`src/rtl/fb_scanout_arbiter_pkg.sv`:
```
// Shared video package for the framebuffer path and the HDMI interface.
// It holds the default framebuffer geometry (640x480, one RGB332 byte per
// pixel), the pixel width and the arbitration grant encoding.
package fb_scanout_arbiter_pkg;

  localparam int unsigned VID_FB_WORDS = 307200;
  localparam int unsigned VID_ADDR_W   = 19;
  localparam int unsigned PIX_W        = 8;

  typedef logic [PIX_W-1:0] rgb332_t;

  // Owner of the single RAM port in a given cycle
  typedef enum logic [1:0] {
    GNT_IDLE = 2'd0,
    GNT_SCAN = 2'd1,
    GNT_CPU  = 2'd2
  } grant_e;

endpackage

```
`src/rtl/fb_scanout_arbiter_sync_fifo.sv`:
```
// sync_fifo: single-clock FIFO that buffers prefetched scanout pixels.
// Ports:
//   clk, rst_n  - clock and synchronous active-low reset
//   clear_i     - drops every entry at the next edge (wins over push/pop)
//   push_i      - write wdata_i (ignored when full)
//   pop_i       - drop the head entry (ignored when empty)
//   rdata_o     - current head entry, valid only when empty_o is low
//   count_o     - number of stored entries
//   empty_o     - no entries stored
module sync_fifo
  import fb_scanout_arbiter_pkg::*;
#(
  parameter int unsigned WIDTH = PIX_W,
  parameter int unsigned DEPTH = 16
) (
  input  logic                     clk,
  input  logic                     rst_n,
  input  logic                     clear_i,
  input  logic                     push_i,
  input  logic [WIDTH-1:0]         wdata_i,
  input  logic                     pop_i,
  output logic [WIDTH-1:0]         rdata_o,
  output logic [$clog2(DEPTH):0]   count_o,
  output logic                     empty_o
);

  localparam int unsigned PTR_W = $clog2(DEPTH);

  logic [WIDTH-1:0] mem_q [DEPTH];
  logic [PTR_W-1:0] wptr_q, wptr_d;
  logic [PTR_W-1:0] rptr_q, rptr_d;
  logic [PTR_W:0]   count_q, count_d;
  logic             full;
  logic             do_push;
  logic             do_pop;

  assign empty_o = (count_q == '0);
  assign full    = (count_q == (PTR_W+1)'(DEPTH));
  assign do_push = push_i && !full;
  assign do_pop  = pop_i && !empty_o;
  assign rdata_o = mem_q[rptr_q];
  assign count_o = count_q;

  // Pointer and occupancy bookkeeping. DEPTH is a power of two, so the
  // pointers wrap naturally; a simultaneous push and pop leaves count alone.
  always_comb begin
    wptr_d  = wptr_q;
    rptr_d  = rptr_q;
    count_d = count_q;
    if (clear_i) begin
      wptr_d  = '0;
      rptr_d  = '0;
      count_d = '0;
    end else begin
      if (do_push) wptr_d = wptr_q + 1'b1;
      if (do_pop)  rptr_d = rptr_q + 1'b1;
      if (do_push && !do_pop) count_d = count_q + 1'b1;
      if (do_pop && !do_push) count_d = count_q - 1'b1;
    end
  end

  // Control state register with synchronous reset
  always_ff @(posedge clk) begin
    if (!rst_n) begin
      wptr_q  <= '0;
      rptr_q  <= '0;
      count_q <= '0;
    end else begin
      wptr_q  <= wptr_d;
      rptr_q  <= rptr_d;
      count_q <= count_d;
    end
  end

  // Storage needs no reset: an entry is only read after it has been written
  always_ff @(posedge clk) begin
    if (do_push && !clear_i) begin
      mem_q[wptr_q] <= wdata_i;
    end
  end

endmodule

```
`src/rtl/fb_scanout_arbiter.sv`:
```
// fb_scanout_arbiter: shares one single-port framebuffer RAM (read latency 1)
// between display scanout prefetch and CPU accesses.
// Ports:
//   clk, rst_n                 - pixel clock, synchronous active-low reset
//   frame_start                - restart scanout at address 0, flush prefetch
//   pix_pop                    - display consumes the head pixel
//   pix_data, underflow        - head pixel (0 when empty), sticky pop-on-empty
//   cpu_valid/we/addr/wdata    - CPU request, held until cpu_ready
//   cpu_ready                  - CPU request granted this cycle
//   cpu_rvalid, cpu_rdata      - CPU read return, one cycle after the grant
//   mem_en/we/addr/wdata       - RAM port, driven from this cycle's grant
//   mem_rdata                  - RAM read data, one cycle after mem_en
module fb_scanout_arbiter
  import fb_scanout_arbiter_pkg::*;
#(
  parameter int unsigned FB_WORDS   = VID_FB_WORDS,
  parameter int unsigned ADDR_W     = VID_ADDR_W,
  parameter int unsigned FIFO_DEPTH = 16,
  parameter int unsigned LOW_WATER  = 8
) (
  input  logic              clk,
  input  logic              rst_n,
  input  logic              frame_start,
  input  logic              pix_pop,
  output logic [PIX_W-1:0]  pix_data,
  output logic              underflow,
  input  logic              cpu_valid,
  input  logic              cpu_we,
  input  logic [ADDR_W-1:0] cpu_addr,
  input  logic [PIX_W-1:0]  cpu_wdata,
  output logic              cpu_ready,
  output logic              cpu_rvalid,
  output logic [PIX_W-1:0]  cpu_rdata,
  output logic              mem_en,
  output logic              mem_we,
  output logic [ADDR_W-1:0] mem_addr,
  output logic [PIX_W-1:0]  mem_wdata,
  input  logic [PIX_W-1:0]  mem_rdata
);

  localparam int unsigned CNT_W = $clog2(FIFO_DEPTH) + 1;

  // fill_addr has one spare bit so it can rest at FB_WORDS after the frame
  logic [ADDR_W:0] fill_addr_q, fill_addr_d;
  logic            inflight_q, inflight_d;
  logic            underflow_q, underflow_d;
  logic            cpu_rd_q, cpu_rd_d;

  grant_e          grant;
  logic            scan_ok;
  logic [CNT_W:0]  occ;
  logic [CNT_W-1:0] fifo_count;
  logic            fifo_empty;
  rgb332_t         fifo_rdata;
  logic            fifo_push;
  logic            fifo_pop;

  // Occupancy counts the read already on its way so the FIFO can never overflow
  assign occ = (CNT_W+1)'(fifo_count) + (CNT_W+1)'(inflight_q);

  // Scanout is held off while in reset and during the frame_start cycle,
  // because fill_addr is being rewound on that edge.
  assign scan_ok = rst_n && !frame_start && (fill_addr_q < (ADDR_W+1)'(FB_WORDS));

  // Arbitration: starving scanout first, then the CPU, then opportunistic
  // prefetch to top the FIFO up.
  always_comb begin
    grant = GNT_IDLE;
    if (scan_ok && (occ < (CNT_W+1)'(LOW_WATER))) begin
      grant = GNT_SCAN;
    end else if (rst_n && cpu_valid) begin
      grant = GNT_CPU;
    end else if (scan_ok && (occ < (CNT_W+1)'(FIFO_DEPTH))) begin
      grant = GNT_SCAN;
    end
  end

  // RAM port and handshake outputs follow the grant combinationally
  always_comb begin
    mem_en    = 1'b0;
    mem_we    = 1'b0;
    mem_addr  = fill_addr_q[ADDR_W-1:0];
    mem_wdata = '0;
    cpu_ready = 1'b0;
    unique case (grant)
      GNT_SCAN: begin
        mem_en = 1'b1;
      end
      GNT_CPU: begin
        mem_en    = 1'b1;
        mem_we    = cpu_we;
        mem_addr  = cpu_addr;
        mem_wdata = cpu_wdata;
        cpu_ready = 1'b1;
      end
      default: begin
      end
    endcase
  end

  // frame_start discards the returning scanout byte and ignores a pop, but a
  // CPU read return is never cancelled by it.
  assign fifo_push = inflight_q && !frame_start;
  assign fifo_pop  = pix_pop && !frame_start;

  // Next-state for the scanout pointer, in-flight flags and sticky underflow
  always_comb begin
    fill_addr_d = fill_addr_q;
    inflight_d  = (grant == GNT_SCAN);
    cpu_rd_d    = (grant == GNT_CPU) && !cpu_we;
    underflow_d = underflow_q;
    if (frame_start) begin
      fill_addr_d = '0;
      underflow_d = 1'b0;
    end else begin
      if (grant == GNT_SCAN) fill_addr_d = fill_addr_q + 1'b1;
      if (pix_pop && fifo_empty) underflow_d = 1'b1;
    end
  end

  // Scanout stays idle after reset until the first frame_start
  always_ff @(posedge clk) begin
    if (!rst_n) begin
      fill_addr_q <= (ADDR_W+1)'(FB_WORDS);
      inflight_q  <= 1'b0;
      cpu_rd_q    <= 1'b0;
      underflow_q <= 1'b0;
    end else begin
      fill_addr_q <= fill_addr_d;
      inflight_q  <= inflight_d;
      cpu_rd_q    <= cpu_rd_d;
      underflow_q <= underflow_d;
    end
  end

  sync_fifo #(
    .WIDTH (PIX_W),
    .DEPTH (FIFO_DEPTH)
  ) u_fifo (
    .clk     (clk),
    .rst_n   (rst_n),
    .clear_i (frame_start),
    .push_i  (fifo_push),
    .wdata_i (mem_rdata),
    .pop_i   (fifo_pop),
    .rdata_o (fifo_rdata),
    .count_o (fifo_count),
    .empty_o (fifo_empty)
  );

  assign pix_data   = fifo_empty ? '0 : fifo_rdata;
  assign underflow  = underflow_q;
  assign cpu_rvalid = cpu_rd_q;
  assign cpu_rdata  = cpu_rd_q ? mem_rdata : '0;

endmodule

```
`config.mk`:
```
export PLATFORM = sky130hd
export DESIGN_NAME = fb_scanout_arbiter
export DESIGN_NICKNAME = d
export VERILOG_FILES = /design/src/rtl/fb_scanout_arbiter_pkg.sv /design/src/rtl/fb_scanout_arbiter_sync_fifo.sv /design/src/rtl/fb_scanout_arbiter.sv
export SDC_FILE = /design/constraint.sdc
export NUM_CORES = 1
export LEC_CHECK = 0
export CAP_MARGIN = 20
export CORE_MARGIN = 10
export CORE_UTILIZATION = 50
export DETAILED_ROUTE_END_ITERATION = 16
export HOLD_SLACK_MARGIN = 0.03
export PLACE_DENSITY = 0.7
export SYNTH_ARGS = -nofsm -noshare
export SYNTH_HDL_FRONTEND = slang
export SYNTH_SLANG_ARGS = --single-unit
```
`constraint.sdc`:
```
create_clock -name clk -period 6.65 [get_ports clk]
set_clock_uncertainty 0.2 [all_clocks]
set_input_delay 0.665 -clock clk [delete_from_list [all_inputs] [get_ports clk]]
set_output_delay 0.665 -clock clk [all_outputs]
set_load 0.03 [all_outputs]
```
* Word level (Yosys, flattened, before mapping) *
Memory sizes are Yosys's and may differ from the RTL's. A register that Yosys moved wholly into a read port is not among the register bits.
Cells that the tools add are included.
Widths: inputs -> output; s select.

storage, ports and cells
  memories = 1
  input bits = 41
  register bits = 36
  output and inout bits = 48
  RAM bits = 128

memory list
  name          depth  bits a word  read ports  clocked after Yosys merged registers in  write ports  RTL line                            source
  u_fifo.mem_q  16     8            1           1                                        1            fb_scanout_arbiter_sync_fifo.sv:29  logic [WIDTH-1:0] mem_q [DEPTH];

operators by class
  reduce and logical (&&, ||, !) cells = 25
  magnitude comparators = 3
  add/subtract/negate cells = 6
  bitwise gates (word level) = 1
  equality and inequality tests = 3
  mux-type cells = 18

operators by type and width
  cell                   number
  $mux 19                3
  $mux 8                 3
  $add 20x1->20 const B  1
  $lt 20x19->1 const B   1
  $logic_and 1x1->1      14
  $mux 5                 2
  $add 4x1->4 const B    2
  $mux 4                 2
  $add 5x1->6            1
  $logic_not 1->1        6
  $lt 6x4->1 const B     1
  $lt 6x5->1 const B     1
  $mux 1                 6
  $add 5x1->5 const B    1
  $eq 5x5->1 const B     1
  $logic_not 5->1        1
  $sub 5x1->5 const B    1
  $mux 2                 2
  $reduce_bool 2->1      2
  $reduce_or 2->1        2
  $eq 2x1->1 const B     1
  $eq 2x2->1 const B     1
  $not 1->1              1

* Longest topological paths before layout *
Gate-level depths: netlist of the first run.

  depth after elaboration = 10
  depth in mapped cells = 12
  depth with buffers taken out = 9

* Modules after synthesis *
Synthesis of the first run repeated with hierarchy kept, for this count alone.

unflattened totals
  cell total of the unflattened synthesis = 485
  area total of the unflattened synthesis = 7342.0 µm²

modules (own cells, without submodules)
  module              cells each  sequential area each (µm²)  instances  area an instance (µm²)
  sync_fifo           301         4184.0                      1          5769.3
  fb_scanout_arbiter  184         460.4                       1          1572.8

* Worst setup path after synthesis of the first run *
OpenSTA, ideal clock, no wires.

  kind = input -> output
  start = input frame_start
  end = output mem_addr[15]
  path slack = 2989 ps
  arrival = 2796 ps
  path buffers = 2
  stages = 7
  cell sequence = nand2b_1 > clkbuf_1 > a2111o_1 > or2_2 > ha_1 > clkbuf_1 > o21ai_0

between the ends
  longest elaborated chain between the ends = 9
  elaborated cells on any way between the ends = 10
  those cells by class = eq/ne: 1; mux: 4; reduce/logical: 5

ends and longest elaborated chain
  what                               RTL line                  source
  from (decl)                        fb_scanout_arbiter.sv:23  input logic frame_start,
  $logic_not 1->1 *                  fb_scanout_arbiter.sv:63  assign scan_ok = rst_n && !frame_start && (fill_addr_q < (ADDR_W+1)'(FB_WORDS));
  $logic_and 1x1->1 * (2 in series)  fb_scanout_arbiter.sv:63
  $logic_and 1x1->1                  fb_scanout_arbiter.sv:73  end else if (scan_ok && (occ < (CNT_W+1)'(FIFO_DEPTH))) begin
  $mux 1                             fb_scanout_arbiter.sv:73
  $mux 2                             fb_scanout_arbiter.sv:71  end else if (rst_n && cpu_valid) begin
  $mux 2 *                           fb_scanout_arbiter.sv:69  if (scan_ok && (occ < (CNT_W+1)'(LOW_WATER))) begin
  $eq 2x2->1 *                       fb_scanout_arbiter.sv:85  unique case (grant)
  $mux 19 *                          fb_scanout_arbiter.sv:85
  to (decl)                          fb_scanout_arbiter.sv:36  output logic [ADDR_W-1:0] mem_addr,

Every way passes the cells marked *; elsewhere a longest branch is shown, timed or not.

* Final worst setup path of the first run *
  start = input frame_start
  end = output mem_addr[16]

The elaborated chain is that of the path after synthesis.

==> results of run 1 <==
==> synth_stat cells (all sizes together), types with 10 or more instances <==
| library cell | n | area (um^2) |
|---|---|---|
| a211oi | 20 | 150 |
| a21oi | 12 | 60.1 |
| and2 | 19 | 119 |
| buf | 10 | 45.0 |
| clkbuf | 19 | 71.3 |
| dfxtp | 40 | 801 |
| edfxtp | 128 | 3840 |
| ha | 13 | 163 |
| inv | 11 | 41.3 |
| mux2 | 16 | 180 |
| mux2i | 13 | 130 |
| mux4 | 32 | 721 |
| nand2 | 21 | 86.3 |
| nor2 | 45 | 169 |
==> stage by stage <==
step                      area [um^2]  worst slack, ns  instances
after global routing             8930             1.65        781
after detailed placement         8360             1.84        749
final                            8930             1.85        781
after floorplan                  7300             2.99        498
after CTS                        8930             1.82        781
after global placement           8360             1.95        749
==> worst register-to-register path: stages, from the launching register on <==
cell	delay, ns
dfxtp_1	0.39
a21oi_1	0.21
o21ai_1	0.09
a2111o_1	0.46
o31ai_1	0.27
ha_1	0.40
nand4_4	0.19
or4_1	0.68
or4_1	0.55
a21oi_1	0.14
==> worst paths after layout <==
check / slack [ns] / endpoint / depth (start not counted)
worst min register to register: 0.29 / underflow / 2
worst min-delay path: 0.29 / underflow / 2
worst max-delay path: 1.85 / mem_addr[16] / 7
worst max register to register: 3.02 / fill_addr_q[19] / 9
==> cell type report <==
type / instances / area, um^2
inverters: 11 / 41.3
flip-flops and latches: 168 / 4650
well taps: 184 / 230
multi-input cells: 290 / 2500
repair buffers: 96 / 941
fillers: 1127 / 5490
clock buffers: 22 / 444
clock inverters: 10 / 128
==> state kept, by name, summed over array words and instances, names as in the netlist, named ones only <==
name	count
underflow	1
fill_addr_q	20
u_fifo.mem_q	128
inflight_q	1
cpu_rvalid	1
u_fifo.count_o	5
u_fifo.rptr_q	4
u_fifo.wptr_q	4
==> per-layer routing <==
metal | routed length [um] | part of all wire | track usage | vias to the layer above
li1 | - | - | - | 2085
met5 | 0 | 0 | 0 | -
met1 | 6320 | 0.41 | 0.194 | 2124
met3 | 851 | 0.055 | 0.0497 | 12
met2 | 8140 | 0.53 | 0.274 | 98
met4 | 142 | 0.0092 | 0.0429 | 0
==> power breakdown <==
part | total (W) | internal (W) | switching, W
registers | 0.00114 | 0.00113 | 0.00000459
clock network | 0.000962 | 0.000586 | 0.000376
logic | 0.000119 | 0.0000557 | 0.0000629
==> kinds of logic (layout without fill, tap and decap cells) <==
family,count (synthesis),after routing
fa+ha+maj,15,15
buf+inv,40,139
compound gates,54,54
flops,168,168
mux,61,61
simple gates,143,143
xor+xnor,17,17
==> reports/results.ini, run 1 <==
[timing]
timing.final.crit_period_ns = 4.80
setup_viol = 0
period_share = 0.721
rsz0062_at_grt = no
whs_ns = 0.286
tightest_slew_ns = 1.02
slew_headroom = 0.319
setup_tns_ns = 0
hold_violations = 0
fmax_mhz = 208
slew_violations = 0

[cells_and_area]
final_layout_size_suffix_gt1_frac = 0.149
final_util = 0.619
final_net_count = 639
layout_common_cells = edfxtp_1, clkdlybuf4s50_1, nor2_1
synthToLayoutAreaGrowth_pct = 22.3
mostFrequentLayoutCell = edfxtp_1
n_antenna_cell = 0

[power_and_ir_drop]
ir_drop_v = 0.000173
finalPower_w = 0.00222
p_leak_nw = 2.89
powerDensity_mw_per_mm2 = 248

[global_routing]
grt_max_degree = 35
grt_usage = 0.161
grt_first_pass_wirelength_um = 25100
overflow = 0
antenna_found_initial = 0
first_global_vias = 4578

[synth]
synthXorXnorAreaFrac = 0.0204
syn_inst = 498
synthSimpleGateAreaFrac = 0.104
yosys_warnings = 0
synthAdderAreaFrac = 0.0264
synthMuxAreaShare = 0.141
synth_seq_cells = 168
ys.flop_type = edfxtp_1
yosysSeqAreaShare = 0.636
syn_area_per_cell_um2 = 14.7
syn-num-nets = 553
yosysUniqueCellTypes = 47
asyncSetResetFlopFracSynth = 0
synth_compound_area_frac = 0.0509
synth_edf_count = 128
synth_top_family_by_area = multiplexers
syn_area_mm2 = 0.00730

[run]
max_cap_violations = 0

[setup_path]
crit_path_end_kind = primary output
worstPathArrival_ns = 3.93
cp_slowest_cell = clkdlybuf4s50_1
r2r_start = fill_addr_q[13]
path_max_fanout = 31
startpoint_type = primary input
cp.required_ns = 5.78
startpoint = frame_start
path_delay_family = buffers and inverters
path_cells = clkdlybuf4s50_1 -> nand2b_1 -> a2111o_1 -> or2_2 -> ha_1 -> o21ai_0 -> clkdlybuf4s50_1
path_common_cell = clkdlybuf4s50_1
worst_path_largest_cell_delay_ns = 0.72
crit_type = in2out
cp_num_buf_inv = 2

[placement]
hpwl_um = 10600
gp_congestion = 0.774
port_buffers = 88

[cts]
cts_made_buffers = 17
cts_setup_buffers = 0
cts.clk_slew.worst_paths_ns = 0.06
tritoncts = built
ctsResizeCount = 0
htreeDepth = 4
cts_buffer_depth = 2
root_buffer = clkbuf_16
clock_latency_ns = 0.41
hold_buffers = 0
cts_sinks = 168

[routing]
drt-total-wl_um = 15500
routedWlPerCell_um = 19.8
vias = 4319
route.detailed.drc = 0
viasPerCell = 5.53
dr.pass1.iters = 4
ant_nets = 0
first_iter_violations = 319

[floorplanning]
start_util = 0.506
die_x_um = 141
die-area_mm2 = 0.0198
core_mm2 = 0.0144
rows = 44
ioPinCount = 89
die_h_um = 141

[outcome]
status = completed

[hold_path]
hp-class = reg2reg
hp-start = underflow

Power figures use the tool's default switching activity.
==> run 2: changes to the inputs <==
Settings changed: PLACE_DENSITY 0.7 to 0.73.
Clock period 6.65 ns to 3.94 ns, I/O delays scaled along.
==> reports/results.ini, run 2 (synthesis gave the netlist of run 1 again) <==
[power_and_ir_drop]
powerDensity_mw_per_mm2 = 411  ; was 248 mW/mm^2
ir_drop_v = 0.000292  ; was 0.000173 V
p_leak_nw = 2.98  ; was 2.89 nW

[floorplanning]
core_mm2 = 0.0144  ; unchanged
ioPinCount = 89  ; unchanged
rows = 44  ; unchanged
start_util = 0.506  ; unchanged
die_h_um = 141  ; unchanged
die-area_mm2 = 0.0198  ; unchanged
die_x_um = 141  ; unchanged

[cts]
cts_sinks = 168  ; unchanged
hold_buffers = 0  ; unchanged
cts_buffer_depth = 2  ; unchanged
cts.clk_slew.worst_paths_ns = 0.06  ; about the same
root_buffer = clkbuf_16  ; unchanged
htreeDepth = 4  ; unchanged
cts_setup_buffers = 0  ; unchanged
ctsResizeCount = 0  ; unchanged
tritoncts = built  ; unchanged
cts_made_buffers = 17  ; unchanged
clock_latency_ns = 0.42  ; was 0.41 ns

[placement]
gp_congestion = 0.781  ; was 0.774
dpl_cell_area_mm2 = 0.00840  ; was 0.00836 mm^2
dp.cells = 760  ; was 749
hpwl_um = 11200  ; was 10,600 um
port_buffers = 88  ; unchanged

[outcome]
status = completed  ; unchanged

[timing]
timing.final.crit_period_ns = 3.76
period_share = 0.954
fmax_mhz = 266
slew_headroom = 0.378  ; was 0.319
slew_violations = 0  ; unchanged
tightest_slew_ns = 0.930  ; was 1.02 ns
setup_viol = 0  ; unchanged
hold_violations = 0  ; unchanged
whs_ns = 0.283  ; was 0.286 ns
setup_tns_ns = 0  ; unchanged
rsz0062_at_grt = no  ; unchanged

[routing]
vias = 4488  ; was 4,319
first_iter_violations = 265  ; was 319
dr.pass1.iters = 6  ; was 4
viasPerCell = 5.67  ; was 5.53
ant_nets = 0  ; unchanged
drt-total-wl_um = 15900  ; was 15,500 um
routedWlPerCell_um = 20.1  ; was 19.8 um
route.detailed.drc = 0  ; unchanged

[setup_path]
path_cells = buf_4 -> mux4_2 -> a211oi_1 -> a211oi_1 -> clkdlybuf4s50_1  ; was clkdlybuf4s50_1 -> nand2b_1 -> a2111o_1 -> or2_2 -> ha_1 -> o21ai_0 -> clkdlybuf4s50_1
path_max_fanout = 19  ; was 31
path_delay_family = buffers and inverters  ; unchanged
cp_num_buf_inv = 2  ; unchanged
worstPathArrival_ns = 3.17  ; was 3.93 ns
path_common_cell = a211oi_1  ; was clkdlybuf4s50_1
crit_path_end_kind = primary output  ; unchanged
crit_type = reg2out  ; was in2out
startpoint_type = flip-flop  ; was primary input
cp_slowest_cell = dfxtp_2  ; was clkdlybuf4s50_1
cp.required_ns = 3.35  ; was 5.78 ns
worst_path_largest_cell_delay_ns = 0.65  ; was 0.72 ns

[cells_and_area]
mostFrequentLayoutCell = edfxtp_1  ; unchanged
largest_reg_flops = 128  ; unchanged
synthToLayoutAreaGrowth_pct = 22.5  ; was 22.3%
top_register = u_fifo.mem_q  ; unchanged
n_antenna_cell = 0  ; unchanged
final_layout_size_suffix_gt1_frac = 0.197  ; was 0.149
layout_common_cells = edfxtp_1, clkdlybuf4s50_1, nor2_1  ; unchanged
stdcell_count = 792  ; was 781
final_net_count = 650  ; was 639
fin_area_mm2 = 0.00895  ; was 0.00893 mm^2

[global_routing]
antenna_found_initial = 0  ; unchanged
grt_usage = 0.164  ; was 0.161
grt_max_degree = 35  ; unchanged
overflow = 0  ; unchanged
grt_first_pass_wirelength_um = 25400  ; was 25,100 um
first_global_vias = 4722  ; was 4,578

[run]
max_cap_violations = 0  ; unchanged

[hold_path]
hp-class = reg2reg  ; unchanged

## run 2: worst min-delay path: cells and delay by family (launching register included)
kind,cells,cell delay [ns]
simple gates,1,0.08
flops,1,0.33
compound gates,1,0.04
## run 2: layout make-up
cell class | instances | area [um^2]
clock inverters | 11 | 106
clock buffers | 21 | 440
well taps | 184 | 230
multi-input cells | 290 | 2500
inverters | 11 | 41.3
fillers | 1106 | 5480
flip-flops and latches | 168 | 4650
repair buffers | 107 | 983
## run 2: worst paths after layout
check / start / endpoint / slack [ns] / depth (start not counted)
setup / recovery: flip-flop / pix_data[5] / 0.18 / 5
hold / removal: underflow / underflow / 0.28 / 2
setup reg to reg: fill_addr_q[13] / fill_addr_q[19] / 0.50 / 9
hold reg to reg: underflow / underflow / 0.28 / 2
## run 2: per-stage QoR
step	power, W	util	setup slack, ns
2_1_floorplan	0.00205	-	0.614
6_report	0.00368	0.620	0.180
3_3_place_gp	0.00216	0.582	0.345
5_1_grt	0.00379	0.620	0.0263
4_1_cts	0.00370	0.620	0.128
3_5_place_dp	0.00216	0.582	0.203
## run 2: power by group
group / total, W / switching (W) / internal (W)
logic: 0.000206 / 0.000111 / 0.0000947
clock network: 0.00156 / 0.000637 / 0.000920
registers: 0.00192 / 0.00000751 / 0.00191
total: 0.00368 / 0.000756 / 0.00292
## run 2: metal layers
metal / routed length, um / track usage
met3: 873 / 0.0417
met5: 0 / 0
met4: 263 / 0.0658
met1: 6290 / 0.184
met2: 8510 / 0.291
